===== src/rtl/hamming_seq_ctrl.sv =====
// Run sequencer for two Hamming(11,7) words: capture, encode, inject, check, correct, report.
// Start comes from a debounced active-low button; statistics counters saturate.
module hamming_seq_ctrl #(
   parameter int SYNC_STAGES = 2,
   parameter int CNT_W       = 8
) (
   input  logic             clk,
   input  logic             rst_n,
   input  logic             start_n,
   input  logic [13:0]      sw,
   input  logic [3:0]       err_pos0,
   input  logic [3:0]       err_pos1,
   output logic             busy,
   output logic             done,
   output logic [13:0]      data_out,
   output logic [3:0]       syn0,
   output logic [3:0]       syn1,
   output logic [1:0]       corrected,
   output logic [1:0]       uncorr,
   output logic             match,
   output logic [CNT_W-1:0] run_cnt,
   output logic [CNT_W-1:0] fix_cnt,
   output logic [CNT_W-1:0] fail_cnt
);

   typedef enum logic [2:0] {
      S_IDLE, S_LOAD, S_ENCODE, S_INJECT, S_CHECK, S_CORRECT, S_DONE
   } state_t;

   state_t                 state_q, state_d;
   logic [SYNC_STAGES-1:0] sync_q, sync_d;
   logic                   prev_q, prev_d;
   logic                   match_q, match_d;
   logic [CNT_W-1:0]       run_q, run_d, fix_q, fix_d, fail_q, fail_d;
   logic                   start_det;

   logic [1:0][3:0] err_pos_w;
   logic [1:0][6:0] dat_w;
   logic [1:0][6:0] dout_w;
   logic [1:0][6:0] dout_nx;
   logic [1:0][3:0] syn_w;
   logic [1:0]      corr_w, corr_nx, unc_w;

   assign err_pos_w = {err_pos1, err_pos0};

   // Data d0..d6 sit at positions 3,5,6,7,9,10,11; position p is bit p-1.
   function automatic logic [10:0] hm_encode(input logic [6:0] d);
      logic [10:0] c;
      c     = '0;
      c[2]  = d[0];
      c[4]  = d[1];
      c[5]  = d[2];
      c[6]  = d[3];
      c[8]  = d[4];
      c[9]  = d[5];
      c[10] = d[6];
      c[0]  = d[0] ^ d[1] ^ d[3] ^ d[4] ^ d[6];
      c[1]  = d[0] ^ d[2] ^ d[3] ^ d[5] ^ d[6];
      c[3]  = d[1] ^ d[2] ^ d[3];
      c[7]  = d[4] ^ d[5] ^ d[6];
      return c;
   endfunction

   function automatic logic [3:0] hm_syndrome(input logic [10:0] c);
      logic [3:0] s;
      s = '0;
      for (int i = 0; i < 11; i++) begin
         if (c[i]) s = s ^ 4'(i + 1);
      end
      return s;
   endfunction

   function automatic logic [6:0] hm_extract(input logic [10:0] c);
      return {c[10], c[9], c[8], c[6], c[5], c[4], c[2]};
   endfunction

   function automatic logic [CNT_W-1:0] sat_inc(input logic [CNT_W-1:0] v);
      return (&v) ? v : v + 1'b1;
   endfunction

   genvar gi;
   generate
      for (gi = 0; gi < 2; gi++) begin : g_word
         logic [6:0]  dat_q, dat_d;
         logic [3:0]  pos_q, pos_d;
         logic [10:0] cw_q, cw_d;
         logic [3:0]  syn_q, syn_d;
         logic [6:0]  dout_q, dout_d;
         logic        corr_q, corr_d, unc_q, unc_d;
         logic [10:0] fixed;

         always_comb begin
            dat_d  = dat_q;
            pos_d  = pos_q;
            cw_d   = cw_q;
            syn_d  = syn_q;
            dout_d = dout_q;
            corr_d = corr_q;
            unc_d  = unc_q;
            fixed  = cw_q;
            case (state_q)
               S_LOAD: begin
                  dat_d = sw[7*gi +: 7];
                  pos_d = err_pos_w[gi];
               end
               S_ENCODE: cw_d = hm_encode(dat_q);
               S_INJECT: begin
                  for (int i = 0; i < 11; i++) begin
                     if (pos_q == 4'(i + 1)) cw_d[i] = ~cw_q[i];
                  end
               end
               S_CHECK: syn_d = hm_syndrome(cw_q);
               S_CORRECT: begin
                  for (int i = 0; i < 11; i++) begin
                     if (syn_q == 4'(i + 1)) fixed[i] = ~cw_q[i];
                  end
                  corr_d = (syn_q != 4'd0) && (syn_q <= 4'd11);
                  unc_d  = (syn_q >= 4'd12);
                  dout_d = hm_extract(fixed);
               end
               default: ;
            endcase
         end

         always_ff @(posedge clk or negedge rst_n) begin
            if (!rst_n) begin
               dat_q  <= '0;
               pos_q  <= '0;
               cw_q   <= '0;
               syn_q  <= '0;
               dout_q <= '0;
               corr_q <= 1'b0;
               unc_q  <= 1'b0;
            end else begin
               dat_q  <= dat_d;
               pos_q  <= pos_d;
               cw_q   <= cw_d;
               syn_q  <= syn_d;
               dout_q <= dout_d;
               corr_q <= corr_d;
               unc_q  <= unc_d;
            end
         end

         assign dat_w[gi]   = dat_q;
         assign dout_w[gi]  = dout_q;
         assign dout_nx[gi] = dout_d;
         assign syn_w[gi]   = syn_q;
         assign corr_w[gi]  = corr_q;
         assign corr_nx[gi] = corr_d;
         assign unc_w[gi]   = unc_q;
      end
   endgenerate

   assign start_det = prev_q & ~sync_q[SYNC_STAGES-1];

   always_comb begin
      state_d = state_q;
      sync_d  = {sync_q[SYNC_STAGES-2:0], start_n};
      prev_d  = sync_q[SYNC_STAGES-1];
      match_d = match_q;
      run_d   = run_q;
      fix_d   = fix_q;
      fail_d  = fail_q;
      case (state_q)
         S_IDLE:    if (start_det) state_d = S_LOAD;
         S_LOAD:    state_d = S_ENCODE;
         S_ENCODE:  state_d = S_INJECT;
         S_INJECT:  state_d = S_CHECK;
         S_CHECK:   state_d = S_CORRECT;
         S_CORRECT: begin
            state_d = S_DONE;
            match_d = ({dout_nx[1], dout_nx[0]} == {dat_w[1], dat_w[0]});
            // Counters are bumped on entry to DONE so they are current while done pulses.
            run_d   = sat_inc(run_q);
            if (|corr_nx) fix_d = sat_inc(fix_q);
            if (!match_d) fail_d = sat_inc(fail_q);
         end
         S_DONE:    state_d = start_det ? S_LOAD : S_IDLE;
         default:   state_d = S_IDLE;
      endcase
   end

   always_ff @(posedge clk or negedge rst_n) begin
      if (!rst_n) begin
         state_q <= S_IDLE;
         sync_q  <= '1;
         prev_q  <= 1'b1;
         match_q <= 1'b0;
         run_q   <= '0;
         fix_q   <= '0;
         fail_q  <= '0;
      end else begin
         state_q <= state_d;
         sync_q  <= sync_d;
         prev_q  <= prev_d;
         match_q <= match_d;
         run_q   <= run_d;
         fix_q   <= fix_d;
         fail_q  <= fail_d;
      end
   end

   assign busy      = (state_q != S_IDLE) && (state_q != S_DONE);
   assign done      = (state_q == S_DONE);
   assign data_out  = {dout_w[1], dout_w[0]};
   assign syn0      = syn_w[0];
   assign syn1      = syn_w[1];
   assign corrected = corr_w;
   assign uncorr    = unc_w;
   assign match     = match_q;
   assign run_cnt   = run_q;
   assign fix_cnt   = fix_q;
   assign fail_cnt  = fail_q;

endmodule


===== config.mk =====
export PLATFORM = sky130hd
export DESIGN_NAME = hamming_seq_ctrl
export DESIGN_NICKNAME = d
export VERILOG_FILES = /design/src/rtl/hamming_seq_ctrl.sv
export SDC_FILE = /design/constraint.sdc
export NUM_CORES = 1
export LEC_CHECK = 0
export BUFFER_PORTS_ARGS = -buffer_cell sky130_fd_sc_hd__buf_2
export CORE_ASPECT_RATIO = 0.6
export CORE_UTILIZATION = 58
export CTS_CLUSTER_SIZE = 28
export DETAILED_ROUTE_END_ITERATION = 16
export PLACE_DENSITY = 0.77
export SLEW_MARGIN = 20
export SYNTH_ARGS = -nofsm -noshare
export SYNTH_HDL_FRONTEND = slang
export SYNTH_SLANG_ARGS = --single-unit

===== constraint.sdc =====
create_clock -name clk -period 3.4 [get_ports clk]
set_clock_uncertainty 0.05 [all_clocks]
set_input_delay 0.34 -clock clk [delete_from_list [all_inputs] [get_ports clk]]
set_output_delay 0.34 -clock clk [all_outputs]
set_load 0.01 [all_outputs]

==> results of run 1 <==
[worst max path at each step]
stage               start           to  slack (ns)  cells past startpoint
2_1_floorplan     syn1[2]  fail_cnt[1]        0.93                      9
3_3_place_gp   state_q[1]  fail_cnt[1]        0.58                      6
3_5_place_dp   state_q[1]  fail_cnt[1]        0.49                      6
4_1_cts        state_q[1]  fail_cnt[1]        0.47                      6
5_1_grt        state_q[1]  fail_cnt[1]        0.21                      6
6_report       state_q[1]  fail_cnt[1]        0.46                      6
[state kept, by name, indices dropped and copies added (netlist names)]
register,flops
g_word.pos_q,8
fail_cnt,8
run_cnt,8
g_word.cw_q,22
prev_q,1
syn1,4
syn0,4
g_word.corr_q,2
sync_q,2
fix_cnt,8
g_word.unc_q,2
g_word.dat_q,14
g_word.dout_q,14
state_q,3
match,1
[layer usage]
| layer | part of all wire (%) | vias up | global-route usage [%] |
|---|---|---|---|
| met5 | 0 | - | 0 |
| met2 | 42 | 186 | 38.2 |
| li1 | - | 2103 | - |
| met4 | 1.0 | 0 | 6.24 |
| met3 | 7.8 | 14 | 7.02 |
| met1 | 49 | 2191 | 42.5 |
[synth_stat cells, drive strengths merged (5+ instances only)]
cell type   n  area, µm²
a211o       6       52.6
xnor2      69        604
o22ai      19        119
nand2      50        188
nand2b      6       37.5
mux2       25        282
nor2       44        165
nand4b      5       43.8
nor2b       7       43.8
o21ai      32        164
a21oi      37        185
and4bb     10        125
o211a       6       60.1
dfrtp      98       2450
nand4      10       62.6
o211ai      7       52.6
nand3      23        115
xor2       16        140
buf         9       86.3
clkbuf     42        160
mux2i       6       76.3
a211oi      6       45.0
[report_power, final]
group / total (mW) / switching [mW] / internal [mW] / leakage, nW
clock network: 1.03 / 0.460 / 0.574 / 0.146
logic: 3.24 / 1.66 / 1.58 / 1.32
registers: 2.56 / 0.865 / 1.69 / 1.24
total: 6.83 / 2.99 / 3.85 / 2.70
[per-stage QoR]
stage | area, µm² | total power [mW]
3_5_place_dp | 5970 | 5.75
5_1_grt | 6270 | 7.31
3_3_place_gp | 5970 | 5.59
6_report | 6270 | 6.83
2_1_floorplan | 5610 | 4.93
4_1_cts | 6270 | 6.81
[cell families after synthesis]
kind of cell / count (synthesis)
fa+ha+maj: 3
simple gates: 177
flops: 101
compound gates: 121
buf+inv: 55
mux: 31
xor+xnor: 85
[critical path, cell delays in order, from the launching register on]
cell      delay (ns)
dfrtp_1         0.43
nand3b_2        0.65
o211a_1         0.42
nor4_1          0.25
nand4b_1        0.36
o21ai_2         0.30
mux2_1          0.35
[area by class of cell]
class	count	area (µm²)
Clock inverter	7	73.8
Timing Repair Buffer	84	440
Fill cell	720	3020
Inverter	4	15.0
Multi-Input combinational cell	417	2820
Clock buffer	9	225
Tap cell	130	163
Sequential cell	101	2530
==> summary.md, run 1 <==
| Metric | Value |
|---|---|
| Outcome | completed |
| Die Y | 78.2 µm |
| Chip Width | 129 µm |
| Largest family of logic cells by synthesized area | simple AND/OR/NAND/NOR gates |
| Worst Path Arrival | around 3.1 ns |
| Setup violators final | 0 |
| Slew HR | 33.6% |
| I/O pins | 78 |
| Cell Count, Final, Fillers Out | 752 |
| Postcts setup bufs | 0 |
| RePlAce Congestion | 0.896 |
| Fraction of layout cells with a size suffix above 1 | 23.2% |
| Vias in the first global route | 3945 |
| Vias per inst | 5.98 |
| Worst hold slack | 0.0198 ns |
| Routed via count | 4494 |
| Max_cap viols | 0 |
| Post-Synth Adder-Cell Area | less than 1% |
| Top_reg_cell synth | dfrtp_1 |
| Unrepaired setup endpoints after global routing | no |
| First-pass GRT wire length | 21000 µm |
| Hold Crit Class | in -> async |
| Wire per inst | 17.3 µm |
| Clock sink count | 101 |
| Max Fclk | 340 MHz |
| Tcrit/Tclk final | 86.5% |
| Mux cell area share after synthesis | about 6.4% |
| FF+latch count, synth | 101 |
| Gate Count Post-Synth | 573 |
| Synthesized area per cell | between 9 and 10 µm² |
| Number of placement rows | 27 |
| Leak pwr | 2.70 nW |
| Yosys cell types | 50 |
| Setup ws final | 0.459 ns |
| Core Util, Final | between 60 and 70% |
| Total Neg Setup Slack | 0 ns |
| Async SR Flop Fraction | 100% |
| Initial antenna violation count | 0 |
| Worst r2r src | state_q[1] |
| CP Capture Type | flip-flop |
| Peak supply drop | between 0.6 and 0.7 mV |
| Power Density | approximately 1100 nW/µm² |
| Crit Reg-Reg Endpoint | fail_cnt[1] |
| Layout Nets | roughly 650 |
| Port Buffers | 77 |
| HPWL Detailed | 9380 µm |
| Clock buffer count from CTS | 9 |
| Sequential area share after synthesis | 45.1% |
| Clk Tree Root Cell | clkbuf_16 |
| Post-synthesis simple-gate area fraction | 16.8% |
| Starting DRT DRC Count | 372 |
| Slack of the worst reg-to-reg path | ~0.46 ns |
| Total Die Area | 10100 µm² |
| DR DRC count | 0 |
| Post-synthesis net count | between 600 and 700 |
| CP Class | reg -> reg |
| Post-place setup slack | 0.486 ns |
| Most frequent cells in the layout | dfrtp_1, buf_2, xnor2_1, nand2_1, nor2_1 |
| PostCTS Resize Cnt | 0 |
| Cell Area, Synth | ~5600 µm² |
| ANT nets after route | 0 |
| CTS Hold Bufs | 0 |
| CP Max Fanout | 41 |
| Startpoint Class | flip-flop |
| Min Tclk post-route | 2.94 ns |
| Final hold violations | 0 |
| Clock Latency Late Sink | 0.35 ns |
| Worst endpoint required time | 3.58 ns |
| Synth warn | 0 |
| Area growth, synth to finish | 11.8% |
| Core area | just over 9000 µm² |
| Xor and xnor area share after synthesis | 13.3% |
| CTS tree | done |
| Worst-margin pin slew | 0.993 ns |
| Antenna Cells | 0 |
| Gr usage total | 27.5% |
| Commonest non-fill, non-tap cell in the layout | dfrtp_1 |
| Fin. max-slew vios | 0 |
| Initial Util | 60.4% |
| Compound-Gate Fraction of Synth Area | 13.1% |
| EDFF count, synth | 0 |
| DR pass1 iterations | 6 |
| Cell count of the worst reg-to-reg path | 6 |
| Clk buf depth | 2 |
| Largest net degree at the start of global routing | 63 |
| Post-Route WL | 13000 µm |
| Cells after DPL | 736 |
| Htree depth | 3 |
| Clock Pin Slew Worst Setup and Hold Paths | around 0.07 ns |
| Gr ovfl total | 0 |
No activity file was read; power rests on OpenSTA's default activity.
==> run 2: changes to the inputs <==
--- a/config.mk
+++ b/config.mk
@@ -10,7 +10,8 @@
 export CORE_UTILIZATION = 58
 export CTS_CLUSTER_SIZE = 28
 export DETAILED_ROUTE_END_ITERATION = 16
-export PLACE_DENSITY = 0.77
+export GPL_TIMING_DRIVEN = 0
+export PLACE_DENSITY = 0.8
 export SLEW_MARGIN = 20
 export SYNTH_ARGS = -nofsm -noshare
 export SYNTH_HDL_FRONTEND = slang
==> summary.md, run 2 (synthesized netlist as in run 1, its figures left out) <==
| Metric | Value |
|---|---|
| Initial Util | 60.4% (unchanged) |
| Port Buffers | 77 (unchanged) |
| Final hold violations | 0 (unchanged) |
| Htree depth | 3 (unchanged) |
| Crit-path max cell delay | 0.40 ns (-0.25 ns) |
| Register name with the most flops | g_word.cw_q |
| CP Capture Type | flip-flop |
| RePlAce Congestion | 0.888 (-0.93%) |
| Max_cap viols | 0 (unchanged) |
| Worst-margin pin slew | 0.734 ns (-0.259 ns) |
| Number of flip-flops in the largest register | 22 (unchanged) |
| Worst endpoint required time | 3.58 ns (about the same) |
| Layout Nets | 691 (+7.1%) |
| Clk Tree Root Cell | clkbuf_16 |
| Total Die Area | 10100 µm² (unchanged) |
| Fraction of layout cells with a size suffix above 1 | 21.9% (-1.3 points) |
| Area growth, synth to finish | 15.5% |
| First-pass GRT wire length | 22500 µm (+7.0%) |
| Wire per inst | 17.2 µm (-0.90%) |
| Fill cells | 712 (-1.1%) |
| CP Class | reg -> reg |
| DR DRC count | 0 (unchanged) |
| Leak pwr | 2.78 nW (+3.0%) |
| Hold Crit Class | in -> reg |
| Setup violators final | 0 (unchanged) |
| ANT nets after route | 0 (unchanged) |
| Outcome | completed |
| Commonest non-fill, non-tap cell in the layout | dfrtp_1 |
| Postcts setup bufs | 0 (unchanged) |
| Multi-input logic area | 2820 µm² (-0.18%) |
| Largest net degree at the start of global routing | 79 (+25%) |
| Worst Path Arrival | 3.09 ns (-0.03 ns) |
| I/O pins | 78 (unchanged) |
| Gr usage total | 29.3% (+1.8 points) |
| Clk buf depth | 2 (unchanged) |
| DR pass1 iterations | 7 (+1) |
| Worst hold slack | 0.0392 ns (+0.0194 ns) |
| Starting DRT DRC Count | 562 (+51%) |
| Slew HR | 51.0% (+17 points) |
| Tcrit/Tclk final | 85.4% (-1.1 points) |
| Peak supply drop | 0.521 mV (-19%) |
| Worst path buffer plus inverter count | 2 (+2) |
| Clock sink count | 101 (unchanged) |
| Unrepaired setup endpoints after global routing | no |
| Total Neg Setup Slack | 0 ns (unchanged) |
| Psw | 3.04 mW (+1.7%) |
| Core area | 9290 µm² (unchanged) |
| Initial antenna violation count | 0 (unchanged) |
| Antenna Cells | 0 (unchanged) |
| Vias in the first global route | 4371 (+11%) |
| Combinational power share | 54.3% (+6.8 points) |
| Sequential share of power | 31.8% (-5.6 points) |
| Clk pwr share | 13.9% (-1.2 points) |
| Fin. max-slew vios | 0 (unchanged) |
| Switching share of power | 43.7% (-0.057 points) |
| Register Area | 2530 µm² (unchanged) |
| HPWL Detailed | 10000 µm (+7.0%) |
| Critical path, cell by cell | buf_6 -> nand3b_2 -> clkbuf_1 -> nand2_1 -> o211a_1 -> nor4_1 -> nand4b_1 -> o21ai_2 -> mux2_1 |
| Post-Route WL | 13700 µm (+5.2%) |
| Min Tclk post-route | 2.90 ns (-0.0382 ns) |
| Chip Width | 129 µm (unchanged) |
| Top Registers | g_word.cw_q x22, g_word.dat_q x14, g_word.dout_q x14 |
| Vias per inst | 5.92 (-0.90%) |
| Clock buffer count from CTS | 9 (unchanged) |
| Number of placement rows | 27 (unchanged) |
| Max Fclk | 345 MHz (+1.3%) |
| Die Y | 78.2 µm (unchanged) |
| Routed via count | 4726 (+5.2%) |
| CTS tree | done |
| Gr ovfl total | 0 (unchanged) |
| CP max-delay cell | clkbuf_1 |
| Top delay family on crit path | simple AND/OR/NAND/NOR gates |
| Clock Latency Late Sink | 0.35 ns (about the same) |
| CP Max Fanout | 10 (-76%) |
| Internal | 3.92 mW (+2.0%) |
| Power Density | 1070 nW/µm² (-1.4%) |
| Startpoint Class | flip-flop |
| Most frequent cells in the layout | dfrtp_1, buf_2, xnor2_1, nand2_1, nor2_1 |
| Clock Pin Slew Worst Setup and Hold Paths | 0.07 ns (about the same) |
[run 2: cell count changes in the layout (fill, tap and decap cells not counted), sizes merged]
cell	previous run	this run
clkbuf	9	54
inv	6	4
dlygate4sd3	0	1
bufinv	1	0
buf	84	87
[run 2: final cells by class]
class                      count  area share [%]
multi-input combinational    417            43.5
sequential                   101            39.0
timing repair buffer          79            6.62
clock buffer                  12            3.96
buffer                        51            3.80
tap                          130            2.51
clock inverter                 4           0.347
inverter                       4           0.232
[run 2: worst paths after layout]
check / end / slack (ns) / cells past startpoint / start
hold reg to reg: sync_q[1] / 0.31 / 0 / sync_q[0]
setup reg to reg: fail_cnt[1] / 0.50 / 9 / state_q[0]
max in group asynchronous: sync_q[1] / 2.24 / 3 / rst_n
min in group asynchronous: fix_cnt[5] / 0.35 / 2 / rst_n
setup / recovery: fail_cnt[1] / 0.50 / 9 / state_q[0]
hold / removal: sync_q[0] / 0.04 / 1 / start_n
[run 2: timing repair]
item,CTS,global route
gates resized for setup,0,0
hold buffers,1,0
hold endpoints to repair,23,0
[run 2: power groups by stage]
stage	sequential [mW]	clock [mW]	combinational (mW)
after floorplan	2.14	0	2.79
after global placement	2.18	0	3.56
after detailed placement	2.22	0	3.69
after CTS	2.20	0.981	3.73
after global routing	2.29	1.03	4.14
final	2.21	0.969	3.78
[run 2: through the flow]
stage	total power [mW]	area (µm²)	util (%)	cells	setup WS, ns
floorplan	4.93	5610	-	573	0.934
CTS	6.91	6480	69.8	798	0.569
detailed placement	5.91	6190	66.7	781	0.576
global route	7.45	6480	69.8	798	0.291
finish	6.96	6480	69.8	798	0.497
global placement	5.74	6160	66.3	780	0.637
[run 2: layer usage]
| layer | vias to the layer above | part of all wire [%] | routed length (µm) | global-route usage, % |
|---|---|---|---|---|
| met5 | - | 0 | 0 | 0 |
| met4 | 0 | 1.3 | 172 | 8.12 |
| met1 | 2315 | 47 | 6490 | 42.9 |
| met2 | 207 | 44 | 5990 | 43.4 |
| li1 | 2185 | - | - | - |
| met3 | 19 | 7.7 | 1060 | 6.68 |
==> run 3: changes to the inputs <==
--- a/config.mk
+++ b/config.mk
@@ -7,11 +7,12 @@
 export LEC_CHECK = 0
 export BUFFER_PORTS_ARGS = -buffer_cell sky130_fd_sc_hd__buf_2
 export CORE_ASPECT_RATIO = 0.6
-export CORE_UTILIZATION = 58
+export CORE_UTILIZATION = 60
+export CTS_BUF_LIST = sky130_fd_sc_hd__clkbuf_8
 export CTS_CLUSTER_SIZE = 28
 export DETAILED_ROUTE_END_ITERATION = 16
 export GPL_TIMING_DRIVEN = 0
-export PLACE_DENSITY = 0.8
+export PLACE_DENSITY = 0.83
 export SLEW_MARGIN = 20
 export SYNTH_ARGS = -nofsm -noshare
 export SYNTH_HDL_FRONTEND = slang
==> summary.md, run 3 (synthesized netlist as in run 1, its figures left out) <==
| Metric | Value |
|---|---|
| Clock Latency Late Sink | 0.37 ns (+0.02 ns) |
| Worst endpoint required time | 3.61 ns (+0.03 ns) |
| ANT nets after route | 0 (unchanged) |
| Top Registers | g_word.cw_q x22, g_word.dat_q x14, g_word.dout_q x14 |
| Vias per inst | 6.12 (+3.3%) |
| Largest net degree at the start of global routing | 77 (-2.5%) |
| Vias in the first global route | 4427 (+1.3%) |
| Crit-path max cell delay | 0.39 ns (about the same) |
| Hold Crit Class | in -> reg |
| Postcts setup bufs | 0 (unchanged) |
| Min Tclk post-route | 2.82 ns (-0.0858 ns) |
| Post-place setup slack | 0.634 ns (+0.0578 ns) |
| Startpoint Class | flip-flop |
| Initial Util | 63.9% (+3.5 points) |
| Starting DRT DRC Count | 428 (-24%) |
| Leak pwr | 2.74 nW (-1.6%) |
| CP Max Fanout | 10 (unchanged) |
| Htree depth | 3 (unchanged) |
| Most frequent cells in the layout | dfrtp_1, buf_2, xnor2_1, nand2_1, nor2_1 |
| Fraction of layout cells with a size suffix above 1 | 21.7% (-0.18 points) |
| Area growth, synth to finish | 13.4% |
| Tcrit/Tclk final | 82.9% (-2.5 points) |
| Total Die Area | 9760 µm² (-3.3%) |
| Max_cap viols | 0 (unchanged) |
| Worst Path Arrival | 3.03 ns (-0.06 ns) |
| Routed via count | 4780 (+1.1%) |
| Post-Route WL | 13800 µm (+0.71%) |
| Gr usage total | 29.3% (about the same) |
| Total Neg Setup Slack | 0 ns (unchanged) |
| DR pass1 iterations | 5 (-2) |
| Clock buffer count from CTS | 9 (unchanged) |
| Register name with the most flops | g_word.cw_q |
| Die Y | 76.9 µm (-1.6%) |
| Final hold violations | 0 (unchanged) |
| Clock Pin Slew Worst Setup and Hold Paths | 0.09 ns (+0.02 ns) |
| CTS tree | done |
| CP Class | reg -> reg |
| Initial antenna violation count | 0 (unchanged) |
| DR DRC count | 0 (unchanged) |
| First-pass GRT wire length | 22100 µm (-2.0%) |
| CP Capture Type | flip-flop |
| Clock sink count | 101 (unchanged) |
| Antenna Cells | 0 (unchanged) |
| Worst hold slack | 0.142 ns (+0.102 ns) |
| Slew HR | 53.8% (+2.8 points) |
| Gr ovfl total | 0 (unchanged) |
| HPWL Detailed | 10200 µm (+1.9%) |
| Wire per inst | 17.7 µm (+2.9%) |
| Number of flip-flops in the largest register | 22 (unchanged) |
| Clk buf depth | 2 (unchanged) |
| I/O pins | 78 (unchanged) |
| CP max-delay cell | dfrtp_1 |
| Setup violators final | 0 (unchanged) |
| Peak supply drop | 0.610 mV (+17%) |
| Power Density | 1050 nW/µm² (-1.8%) |
| Clk Tree Root Cell | clkbuf_8 |
| Outcome | completed |
| Core area | 8780 µm² (-5.5%) |
| Number of placement rows | 26 (-3.7%) |
| Layout Nets | 692 (+0.14%) |
| Critical path, cell by cell | buf_6 -> nand3b_2 -> clkbuf_1 -> nand2_1 -> o211a_1 -> nor4_1 -> nand4b_1 -> o21ai_2 -> mux2_1 |
| Unrepaired setup endpoints after global routing | no |
| Chip Width | 127 µm (-1.7%) |
| Max Fclk | 355 MHz (+3.0%) |
| Port Buffers | 77 (unchanged) |
| RePlAce Congestion | 0.929 (+4.6%) |
| Commonest non-fill, non-tap cell in the layout | dfrtp_1 |
| Setup ws final | 0.583 ns (+0.0858 ns) |
| Worst-margin pin slew | 0.693 ns (-0.0414 ns) |
| Fin. max-slew vios | 0 (unchanged) |
[run 3: path summary, 6_finish.rpt]
check / startpoint / end / slack, ns / depth (start not counted)
hold reg to reg: sync_q[0] / sync_q[1] / 0.31 / 0
setup / recovery: state_q[0] / fail_cnt[1] / 0.58 / 9
min in group asynchronous: rst_n / fix_cnt[5] / 0.33 / 2
hold / removal: sw[8] / g_word[1].dat_q[1] / 0.14 / 2
setup reg to reg: state_q[0] / fail_cnt[1] / 0.58 / 9
max in group asynchronous: rst_n / sync_q[1] / 2.27 / 3
[run 3: per-stage QoR]
stage | total power, mW | cell area, µm² | cells | utilization, %
floorplan | 4.93 | 5610 | 573 | -
global placement | 5.76 | 6140 | 762 | 69.9
detailed placement | 5.95 | 6170 | 763 | 70.3
CTS | 6.65 | 6360 | 781 | 72.4
global route | 7.18 | 6360 | 781 | 72.4
finish | 6.71 | 6360 | 781 | 72.4
[run 3: layout make-up]
class                           count  area (µm²)
Sequential cell                   101        2530
Timing Repair Buffer               80         439
Clock buffer                       10         138
Clock inverter                      6        32.5
Tap cell                          112         140
Inverter                            4        15.0
Buffer                             51         246
Fill cell                         676        2420
Multi-Input combinational cell    417        2820
[run 3: power by group]
group	internal, mW	total [mW]	leakage (nW)	switching [mW]
Clock	0.279	0.689	0.0907	0.411
Sequential	1.69	2.22	1.24	0.532
Combinational	1.70	3.80	1.41	2.10
[run 3: timing repair]
action / in CTS / in global routing
endpoints found under the setup margin: 0 / 0
endpoints found under the hold margin: 26 / 0
hold buffers: 2 / 0
resized for setup: 0 / 0
[run 3: routing by layer]
metal	routed length, µm	global-route usage [%]
met3	1170	7.47
met1	6580	43.3
met5	0	0
met4	199	9.76
met2	5860	41.7
[run 3: worst max-delay path: cells and delay by family, from the launching register on]
family	cells	cell delay, ns
AO/OA/AOI/OAI	2	0.43
flip-flops	1	0.39
multiplexers	1	0.34
AND/OR/NAND/NOR	4	0.98
buffers and inverters	2	0.50
